### src/rtl/sdram_ex_pattern_ctrl.sv
// SDRAM example test-path sequencer: writes an LFSR byte stream to SDRAM,
// reads it back, and counts mismatches against the regenerated stream.
module sdram_ex_pattern_ctrl #(
  parameter int unsigned ADDR_W   = 24,
  parameter int unsigned MAX_PEND = 4,
  parameter int unsigned ERR_W    = 16
) (
  input  logic              clk,
  input  logic              reset_n,
  input  logic              start,
  input  logic [ADDR_W-1:0] cfg_base,
  input  logic [ADDR_W-1:0] cfg_len,
  input  logic [7:0]        cfg_seed,
  output logic              busy,
  output logic              done,
  output logic              pass,
  output logic [ERR_W-1:0]  err_count,
  output logic [ADDR_W-1:0] avm_address,
  output logic              avm_write,
  output logic [7:0]        avm_writedata,
  output logic              avm_read,
  input  logic              avm_waitrequest,
  input  logic [7:0]        avm_readdata,
  input  logic              avm_readdatavalid,
  output logic              lfsr_enable,
  output logic              lfsr_pause,
  output logic              lfsr_load,
  output logic [7:0]        lfsr_ldata,
  input  logic [7:0]        lfsr_data
);

  typedef enum logic [2:0] {
    S_IDLE,
    S_LOAD_W,
    S_WRITE,
    S_LOAD_R,
    S_READ,
    S_DRAIN,
    S_DONE
  } state_t;

  localparam logic [3:0] PEND_LIM = 4'(MAX_PEND);

  state_t            state;
  state_t            state_next;

  logic [ADDR_W-1:0] base_q;
  logic [ADDR_W-1:0] len_q;
  logic [ADDR_W-1:0] index_q;
  logic [ADDR_W-1:0] issued_q;
  logic [ADDR_W-1:0] received_q;
  logic [7:0]        seed_q;
  logic [3:0]        pend_q;
  logic [ERR_W-1:0]  err_q;
  logic              pass_q;
  logic              enable_q;

  logic              start_ok;
  logic              wr_fire;
  logic              rd_req;
  logic              rd_fire;
  logic              rd_ret;
  logic [ADDR_W-1:0] last_idx;

  assign start_ok = (state == S_IDLE) && start;
  assign last_idx = len_q - ADDR_W'(1);
  assign wr_fire  = (state == S_WRITE) && !avm_waitrequest;
  assign rd_req   = (state == S_READ) && (issued_q < len_q) && (pend_q < PEND_LIM);
  assign rd_fire  = rd_req && !avm_waitrequest;
  // A return with nothing outstanding cannot belong to this run, so it is dropped.
  assign rd_ret   = avm_readdatavalid && ((state == S_READ) || (state == S_DRAIN))
                    && (pend_q != '0);

  assign err_count     = err_q;
  assign pass          = pass_q;
  assign lfsr_enable   = enable_q;
  assign avm_writedata = lfsr_data;

  // State register
  always_ff @(posedge clk or negedge reset_n) begin
    if (!reset_n) begin
      state <= S_IDLE;
    end else begin
      state <= state_next;
    end
  end

  // Next-state selection
  always_comb begin
    state_next = state;
    unique case (state)
      S_IDLE: begin
        if (start) begin
          state_next = (cfg_len == '0) ? S_DONE : S_LOAD_W;
        end
      end
      S_LOAD_W: state_next = S_WRITE;
      S_WRITE: begin
        if (wr_fire && (index_q == last_idx)) begin
          state_next = S_LOAD_R;
        end
      end
      S_LOAD_R: state_next = S_READ;
      S_READ: begin
        if (rd_fire && (issued_q == last_idx)) begin
          state_next = S_DRAIN;
        end
      end
      S_DRAIN: begin
        if ((pend_q == '0) && (received_q == len_q)) begin
          state_next = S_DONE;
        end
      end
      S_DONE:  state_next = S_IDLE;
      default: state_next = S_IDLE;
    endcase
  end

  // Per-state outputs to the Avalon master port, LFSR controls and status
  always_comb begin
    busy        = 1'b0;
    done        = 1'b0;
    avm_write   = 1'b0;
    avm_read    = 1'b0;
    avm_address = '0;
    lfsr_pause  = 1'b1;
    lfsr_load   = 1'b0;
    lfsr_ldata  = '0;
    unique case (state)
      S_LOAD_W, S_LOAD_R: begin
        busy       = 1'b1;
        lfsr_load  = 1'b1;
        lfsr_ldata = seed_q;
      end
      S_WRITE: begin
        busy        = 1'b1;
        avm_write   = 1'b1;
        avm_address = base_q + index_q;
        lfsr_pause  = !wr_fire;
      end
      S_READ: begin
        busy        = 1'b1;
        avm_read    = rd_req;
        avm_address = base_q + issued_q;
        lfsr_pause  = !avm_readdatavalid;
      end
      S_DRAIN: begin
        busy       = 1'b1;
        lfsr_pause = !avm_readdatavalid;
      end
      S_DONE: begin
        done = 1'b1;
      end
      default: begin
        busy = 1'b0;
      end
    endcase
  end

  // Run configuration, progress counters, pending-read tracking and result
  always_ff @(posedge clk or negedge reset_n) begin
    if (!reset_n) begin
      base_q     <= '0;
      len_q      <= '0;
      seed_q     <= '0;
      index_q    <= '0;
      issued_q   <= '0;
      received_q <= '0;
      pend_q     <= '0;
      err_q      <= '0;
      pass_q     <= 1'b0;
      enable_q   <= 1'b0;
    end else begin
      enable_q <= 1'b1;
      if (start_ok) begin
        base_q     <= cfg_base;
        len_q      <= cfg_len;
        seed_q     <= (cfg_seed == 8'h00) ? 8'h01 : cfg_seed;
        index_q    <= '0;
        issued_q   <= '0;
        received_q <= '0;
        pend_q     <= '0;
        err_q      <= '0;
        // An empty run goes straight to DONE with no errors.
        pass_q     <= (cfg_len == '0);
      end else begin
        if (wr_fire) begin
          index_q <= index_q + ADDR_W'(1);
        end
        if (rd_fire) begin
          issued_q <= issued_q + ADDR_W'(1);
        end
        if (rd_ret) begin
          received_q <= received_q + ADDR_W'(1);
          if ((avm_readdata != lfsr_data) && (err_q != '1)) begin
            err_q <= err_q + ERR_W'(1);
          end
        end
        unique case ({rd_fire, rd_ret})
          2'b10:   pend_q <= pend_q + 4'd1;
          2'b01:   pend_q <= pend_q - 4'd1;
          default: pend_q <= pend_q;
        endcase
        if ((state == S_DRAIN) && (state_next == S_DONE)) begin
          pass_q <= (err_q == '0);
        end
      end
    end
  end

endmodule

### config.mk
export PLATFORM = sky130hd
export DESIGN_NAME = sdram_ex_pattern_ctrl
export DESIGN_NICKNAME = d
export VERILOG_FILES = /design/src/rtl/sdram_ex_pattern_ctrl.sv
export SDC_FILE = /design/constraint.sdc
export NUM_CORES = 1
export LEC_CHECK = 0
export CELL_PAD_IN_SITES_DETAIL_PLACEMENT = 1
export CELL_PAD_IN_SITES_GLOBAL_PLACEMENT = 2
export CORE_MARGIN = 5
export CORE_UTILIZATION = 35
export DETAILED_ROUTE_END_ITERATION = 12
export HOLD_SLACK_MARGIN = 0.1
export PLACE_DENSITY_LB_ADDON = 0.25
export SYNTH_ARGS = -nofsm -noshare
export SYNTH_HDL_FRONTEND = slang
export SYNTH_SLANG_ARGS = --single-unit
### constraint.sdc
create_clock -name clk -period 9.7 [get_ports clk]
set_input_delay 1.455 -clock clk [delete_from_list [all_inputs] [get_ports clk]]
set_output_delay 1.455 -clock clk [all_outputs]
set_load 0.005 [all_outputs]
## Word level (Yosys, flattened, before mapping)

Cells that the tools add are included.

- Bits in registers: 153
- Bits in latches: 0
- Memory bits (writable): 0
- Memory bits (read-only): 0
- Input bits: 77
- Output and inout port bits: 64
- Memories kept: 0

- Add/subtract/negate cells: 9
- Multipliers: 0
- Divide/modulo/power cells: 0
- Magnitude comparators: 2
- Eq/ne operators: 14
- Shift-type cells: 0
- Mux-type cells: 28
- Bitwise gates (word level): 0
- Reductions and logical operators: 32

Operator list:

| cell | number |
|---|---|
| $mux W24 | 6 |
| $add A24 B1 Y24 const B | 3 |
| $eq A24 B24 Y1 | 3 |
| $add A24 B24 Y24 | 2 |
| $mux W16 | 3 |
| $pmux W24 S2 | 1 |
| $logic_not A24 Y1 | 1 |
| $lt A24 B24 Y1 | 1 |
| $sub A24 B1 Y24 const B | 1 |
| $pmux W3 S6 | 1 |
| $add A16 B1 Y16 const B | 1 |
| $logic_not A16 Y1 | 1 |
| $mux W8 | 2 |
| $ne A16 B16 Y1 const B | 1 |
| $mux W3 | 5 |
| $eq A3 B3 Y1 const B | 4 |
| $logic_and A1 B1 Y1 | 12 |
| $reduce_bool A2 Y1 | 5 |
| $logic_not A8 Y1 | 1 |
| $ne A8 B8 Y1 | 1 |
| $pmux W4 S2 | 1 |
| $mux W1 | 7 |
| $eq A3 B2 Y1 const B | 2 |
| $reduce_or A5 Y1 | 1 |
| other kinds (16) | 19 |

## Longest topological paths before layout

Gate-level depths: netlist of run 1.

- Depth in word-level cells: 11
- Depth in mapped cells: 18

## Worst setup path after synthesis of run 1

OpenSTA, ideal clock, no wires.

- Kind: flip-flop to output port
- Start point: register state[1]
- End point: output port avm_address[22]
- Data arrival time: 3.674 ns
- Data required time: 8.245 ns
- Path slack: 4.571 ns
- Cell stages (with the launch flop): 17
- Cells stage by stage: dfrtp_1 > clkbuf_1 > nand2b_1 > nor2_1 > clkbuf_1 > clkbuf_1 > nand2_1 > nand2_1 > ha_1 > nor2b_1 > o21a_1 > o21ai_0 > a211oi_1 > or4_1 > a31oi_1 > a21oi_1 > mux2_2

- Word-level cells in the longest chain between the ends: 2
- Elaborated cells on any way between the ends: 3
- Classes of those cells: eq/ne: 2; mux: 1

Ends and longest elaborated chain:

| item | RTL line | text |
|---|---|---|
| start, declared | 44 | `state_t state;` |
| start signal, assigned | 84 | `state <= state_next;` |
| $eq A3 B3 Y1 or $eq A3 B2 Y1 (tied branches) | 129 | `unique case (state)` |
| $pmux W24 S2 (*) | 129 |  |
| end, declared | 18 | `output logic [ADDR_W-1:0] avm_address,` |

Every way passes the cells marked *; elsewhere a longest branch is shown, timed or not.

## Final worst setup path of run 1

- Start point: register state[2]
- End point: output port avm_address[23]

Same word-level chain as after synthesis.

==> results of run 1 <==
-- state kept, by name, summed over array words and instances (netlist names), 3 cells and up --
signal	flops
base_q	24
index_q	24
issued_q	24
len_q	24
received_q	24
err_count	16
seed_q	8
pend_q	4
state	3
-- stage by stage --
stage               hold slack, ps  cell area (µm²)
global route                 502.0            13220
CTS                          479.3            13220
global placement             450.0            12640
detailed placement           459.0            12640
floorplan                    437.4            11040
finish                       471.9            13220
-- synthesized netlist by cell type, types with 8 or more instances --
master    number  area, µm²
a211oi_1      10      75.07
a21o_1        12      90.09
a21oi_1       65      325.3
a31oi_1        8      50.05
and2_1        17      106.4
and3_1        22      137.6
buf_4         10      75.07
clkbuf_1      62      232.7
dfrtp_1      153       3829
ha_1          55      688.2
inv_1         50      187.7
nand2_1      237      889.6
nand2b_1      10      62.56
nand3_1       46      230.2
nand4_1       36      225.2
nor2_1       123      461.7
nor2b_1       13      81.33
nor3_1        29      145.1
nor4_1        26      162.7
o21a_1        11      82.58
o21ai_0       81      405.4
o31ai_1        8      60.06
or3_1         26      162.7
xnor2_1       81      709.4
xor2_1        80      700.7
-- power groups by stage --
stage	Clock [µW]	Sequential [µW]	Combinational, µW
global placement	0	984	1230
floorplan	0	854	897
finish	687	975	1250
global route	731	1000	1410
CTS	706	977	1270
detailed placement	0	987	1260
-- worst register-to-register path, cell delays in order, from the launching register on --
cell and delay (ps):
dfrtp_1 500, inv_1 220, ha_1 360, a21o_1 160, a21o_1 160, a21oi_1 230, o2111ai_1 310, nor2_1 220
and2_1 290, nand2b_1 200, inv_1 90, ha_1 280, a21o_1 170, a21o_1 190, a211oi_1 230, a41oi_1 90
mux2i_1 150
-- area by class of cell --
type,count,area (µm²)
fillers,3706,18090
multi-input cells,1084,6660
flip-flops and latches,153,3829
repair buffers,148,1463
well taps,402,503.0
clock buffers,20,436.7
inverters,50,187.7
clock inverters,12,142.6
-- layer usage --
layer	vias up	share of wire, %	GRT usage [%]
li1	4890	-	-
met1	4940	47	27.70
met2	150	49	35.38
met3	27	3.0	3.369
met4	0	1.3	4.433
met5	-	0	0
-- cell families (layout without fill, tap and decap cells) --
kind of cell    Yosys count  count (layout)  share of synthesized area, %
mux                      10              10                        0.9406
compound gates          240             240                         13.37
xor+xnor                162             162                         12.92
fa+ha+maj                57              57                         6.596
other cells               1               1                       0.03397
simple gates            614             614                         26.39
buf+inv                 134             230                         5.066
flops                   153             153                         34.68
-- path summary, 6_finish.rpt --
kind / end / slack, ps / depth (start not counted)
worst max register to register: pend_q[3] / 5730 / 16
worst min-delay path: seed_q[5] / 470 / 2
max in group asynchronous: err_count[11] / 7240 / 2
worst max-delay path: avm_address[23] / 3010 / 14
worst min register to register: seed_q[5] / 470 / 2
min in group asynchronous: received_q[16] / 1100 / 1
==> impl_metrics.csv, run 1 <==
group,metric,value,unit
sta,slew_headroom,29.00,%
setup_path,critical_path.cell_chain,"nand2b_1, or2_2, nand2_1, nand2_1, ha_1, a21oi_1, o22ai_1, o41ai_1, o21a_1, o21ai_0, o41ai_1, xor2_1, mux2i_1, clkdlybuf4s50_1",
setup_path,required,8250,ps
power_and_ir_drop,pwr-share-seq,33.5,%
setup_path,cpPeakStageDelay,780,ps
placement,dp_slack,3460,ps
power_and_ir_drop,total_power,2914,µW
final_layout,diodes,0,
synthesis,netlist-cell-type-count,66,
sta,rsz0062_at_grt,"false",
die,rows,65,
final_layout,area_delta_synth_final,19.75,%
synthesis,syn_area_per_cell,8.053,µm²
setup_path,critPathMaxFanout,29,
job,drv_cap,0,
setup_path,cp-start-kind,"flop",
routing,routed_wirelength,36.14,mm
setup_path,arrival,5240,ps
final_layout,post-route-util,42.23,%
power_and_ir_drop,switching_share,42.34,%
power_and_ir_drop,cellLeakagePower,0.005693,µW
clocking,cts_setup_buffers,0,
sta,skew,11.65,ps
setup_path,critPathSlowestCell,"o41ai_1",
setup_path,critPathTopFamily,"compound AO/OA/AOI/OAI gates",
clocking,clk_pin_slew,70,ps
clocking,cts_max_path_buffers,2,
synthesis,synthArstFlopShare,100.0,%
placement,gp_congestion,0.8829,
synthesis,syn-num-nets,1505,
synthesis,netlist_area,11040,µm²
synthesis,postSynthCellCount,1371,
sta,setup_tns,0,ps
power_and_ir_drop,internal_power,1680,µW
die,fp.dieW,187.6,µm
routing,viasPerCell,5.354,
die,dieArea,35200,µm²
clocking,h-tree-depth,4,
placement,numPlacedInstances,1837,
clocking,cts_resized,0,
setup_path,worst-path-buf-inv,1,
sta,slew_viol_final,0,
grt,grt_max_degree,97,
power_and_ir_drop,power_density,220.4,nW/µm²
grt,track_usage,20.68,%
final_layout,final_common_cell,"nand2_1",
placement,io_buffers,140,
power_and_ir_drop,switchingPower,1234,µW
final_layout,drive_gt1_share,4.090,%
setup_path,crit_path_start,"state[2]",
routing,wl_per_cell,19.33,µm
final_layout,instances_no_fill,1869,
power_and_ir_drop,clockPowerShare,23.6,%
die,core_area,31310,µm²
routing,dr_total_vias,10010,
power_and_ir_drop,combPwrFrac,42.9,%
routing,drtIter0Drc,542,
grt,grt_pass1_wl,58.69,mm
sta,tightest_slew,1065,ps
power_and_ir_drop,irDropWorstVdd,0.1797,mV
setup_path,regToRegStartpoint,"len_q[17]",
clocking,clock-sinks,153,
synthesis,synth-seq-cells,153,
sta,final.min_clock_period,6693,ps
grt,grt_antenna_before_repair,0,
die,start_util,35.26,%
placement,dp_hpwl,27.39,mm
clocking,cts_hold_buf,0,
routing,ant_nets,0,
grt,grt_overflow,0,
sta,post-route-period-util,69.00,%
sta,fmax,149.4,MHz
synthesis,ys_seq_area_share,34.68,%
min_path,min_from,"seed_q[5]",
clocking,cts_root_buffer,"clkbuf_16",
sta,fin_ws,3007,ps
setup_path,critPathKind,"flop to primary output",
synthesis,ys_warn_count,0,
grt,first_global_vias,10690,
synthesis,synth-edff-count,0,
sta,setup_violations,0,
routing,first_pass_iters,5,
setup_path,endpoint_kind,"primary output",
min_path,hp-class,"flop to flop",
clocking,clock_latency,440,ps
die,io_pins,141,
final_layout,final_nets,1588,
die,die_h,187.6,µm
clocking,cts_tree,"yes",
synthesis,ys.flop_type,"dfrtp_1",
final_layout,layout_common_cells,"237 x nand2_1, 153 x dfrtp_1, 139 x clkdlybuf4s50_1, 122 x nor2_1",
routing,drc,0,
clocking,numCtsBuffers,17,
sta,hold_viol,0,
run_status,status,"finished, final reports clean",
Note: power is estimated with default switching activity, not from simulation.
==> inputs of run 2 (changes only) <==
--- a/config.mk
+++ b/config.mk
@@ -8,7 +8,7 @@
 export CELL_PAD_IN_SITES_DETAIL_PLACEMENT = 1
 export CELL_PAD_IN_SITES_GLOBAL_PLACEMENT = 2
 export CORE_MARGIN = 5
-export CORE_UTILIZATION = 35
+export CORE_UTILIZATION = 30
 export DETAILED_ROUTE_END_ITERATION = 12
 export HOLD_SLACK_MARGIN = 0.1
 export PLACE_DENSITY_LB_ADDON = 0.25
==> constraint.sdc (replaced) <==
create_clock -name clk -period 5.9 [get_ports clk]
set_input_delay 0.885 -clock clk [delete_from_list [all_inputs] [get_ports clk]]
set_output_delay 0.885 -clock clk [all_outputs]
set_load 0.005 [all_outputs]
==> impl_metrics.csv, run 2 (synthesis results as in run 1) <==
group,metric,value,unit
run_status,status,"finished, final reports clean",
grt,grt_overflow,0,
setup_path,cp-start-kind,"flop",
routing,drtIter0Drc,437,
setup_path,cp.depth,14,
final_layout,instances_no_fill,1939,
routing,ant_nets,0,
sta,hold_viol,0,
setup_path,critPathTopFamily,"compound AO/OA/AOI/OAI gates",
job,drv_cap,0,
routing,viasPerCell,5.205,
setup_path,reg2reg_depth,17,
setup_path,cp-endpoint,"avm_address[23]",
final_layout,layout_common_cells,"237 x nand2_1, 153 x dfrtp_1, 139 x clkdlybuf4s50_1, 122 x nor2_1, 81 x xnor2_1",
sta,fmax,180.2,MHz
sta,slew_headroom,32.13,%
sta,skew,17.61,ps
placement,gp_congestion,0.8299,
grt,grt_max_degree,168,
setup_path,worst-path-buf-inv,1,
setup_path,worstReg2RegEnd,"pend_q[3]",
placement,dpl_cell_area,12770,µm²
setup_path,critPathSlowestCell,"clkdlybuf4s50_1",
setup_path,reg2reg_slack,1780,ps
grt,first_global_vias,10780,
power_and_ir_drop,power_density,362.8,nW/µm²
die,fp.dieW,201.8,µm
sta,tightest_slew,1018,ps
routing,routed_wirelength,37.68,mm
setup_path,endpoint_kind,"primary output",
clocking,cts_root_buffer,"clkbuf_16",
die,start_util,30.30,%
final_layout,area_delta_synth_final,21.32,%
final_layout,drive_gt1_share,4.827,%
final_layout,final_common_cell,"nand2_1",
setup_path,critPathKind,"flop to primary output",
routing,drc,0,
grt,grt_pass1_wl,60.63,mm
grt,grt_antenna_before_repair,0,
setup_path,critPathMaxFanout,29,
min_path,hp-class,"flop to flop",
die,rows,70,
sta,fin_ws,350.6,ps
die,io_pins,141,
setup_path,arrival,4660,ps
sta,setup_tns,0,ps
setup_path,regToRegStartpoint,"len_q[17]",
clocking,clk_pin_slew,70,ps
die,die_h,201.8,µm
clocking,cts_hold_buf,0,
routing,dr_total_vias,10090,
routing,wl_per_cell,19.43,µm
setup_path,required,5020,ps
final_layout,final_area,13390,µm²
setup_path,cpPeakStageDelay,590,ps
routing,first_pass_iters,5,
clocking,cts_max_path_buffers,2,
sta,rsz0062_at_grt,"false",
sta,final.min_clock_period,5549,ps
sta,setup_violations,0,
clocking,h-tree-depth,4,
power_and_ir_drop,irDropWorstVdd,0.2071,mV
sta,post-route-period-util,94.06,%
setup_path,crit_path_start,"state[1]",
sta,whs,470.3,ps
placement,numPlacedInstances,1907,
die,core_area,36430,µm²
die,dieArea,40740,µm²
clocking,clock_latency,450,ps
placement,dp_slack,317.5,ps
clocking,cts_tree,"yes",
placement,dp_hpwl,28.76,mm
grt,track_usage,18.58,%
placement,io_buffers,140,
setup_path,critical_path.cell_chain,"nand2b_1, or2_4, nand2_1, o21ai_0, ha_1, and2_1, o2111ai_1, nand2_1, o21ai_2, o21ai_0, o41ai_2, xor2_1, mux2i_1, clkdlybuf4s50_1",
final_layout,final_nets,1592,
power_and_ir_drop,cellLeakagePower,0.005759,µW
sta,slew_viol_final,0,
clocking,numCtsBuffers,17,
final_layout,diodes,0,
clocking,clock-sinks,153,
## run 2: cell types whose count changed in the layout (fill, tap and decap cells not counted), moves of 2 or more
cell / before / now
buf_4: 8 / 11
o41ai_1: 2 / 0
clkinv_4: 0 / 3
clkinvlp_4: 6 / 4
o41ai_2: 0 / 2
clkbuf_1: 3 / 0
## run 2: what timing repair did
item	CTS	global route
pin swaps	0	1
setup endpoints to repair	1	2
buffers inserted	0	0
resized for setup	1	5
gates cloned	0	0
## run 2: layout make-up
class,instances,area [µm²]
multi-input combinational,1084,6685
inverter,50,187.7
tap,468,585.6
clock inverter,14,162.7
timing repair buffer,152,1505
sequential,153,3829
fill,4348,23040
clock buffer,18,439.2
## run 2: metrics by stage
| stage | utilization [%] | power, µW |
|---|---|---|
| floorplan | - | 2878 |
| global placement | 35.04 | 3701 |
| detailed placement | 35.04 | 3738 |
| CTS | 36.71 | 4925 |
| global route | 36.76 | 5228 |
| finish | 36.76 | 4860 |
## run 2: report_power, final
part	internal, µW	total, µW	switching (µW)
registers	1260	1590	322
logic	885	2110	1230
clock network	644	1160	515
## run 2: worst min path at each step
stage	from	endpoint	slack, ps	depth (start not counted)
after floorplan	seed_q[1]	seed_q[1]	440	2
after global placement	seed_q[2]	seed_q[2]	450	2
after detailed placement	seed_q[7]	seed_q[7]	460	2
after CTS	seed_q[2]	seed_q[2]	480	2
after global routing	seed_q[2]	seed_q[2]	490	2
final	seed_q[7]	seed_q[7]	470	2
## run 2: routing by layer
metal / wire length [µm] / up-vias / global-route usage [%]
met1: 17730 / 5043 / 24.83
met4: 451 / 0 / 4.175
met3: 1142 / 23 / 2.936
li1: - / 4885 / -
met5: 0 / - / 0
met2: 18360 / 141 / 31.80
## run 2: worst register-to-register path: stages (launching register included)
cell	delay [ps]
dfrtp_1	510
inv_1	220
ha_1	350
a21o_1	170
a21o_1	170
a21oi_1	200
o2111ai_1	320
nor2_1	190
buf_4	220
and2_1	290
nand2b_1	190
inv_1	80
ha_1	280
a21o_1	180
a21o_1	190
a211oi_1	220
a41oi_1	80
mux2i_1	140
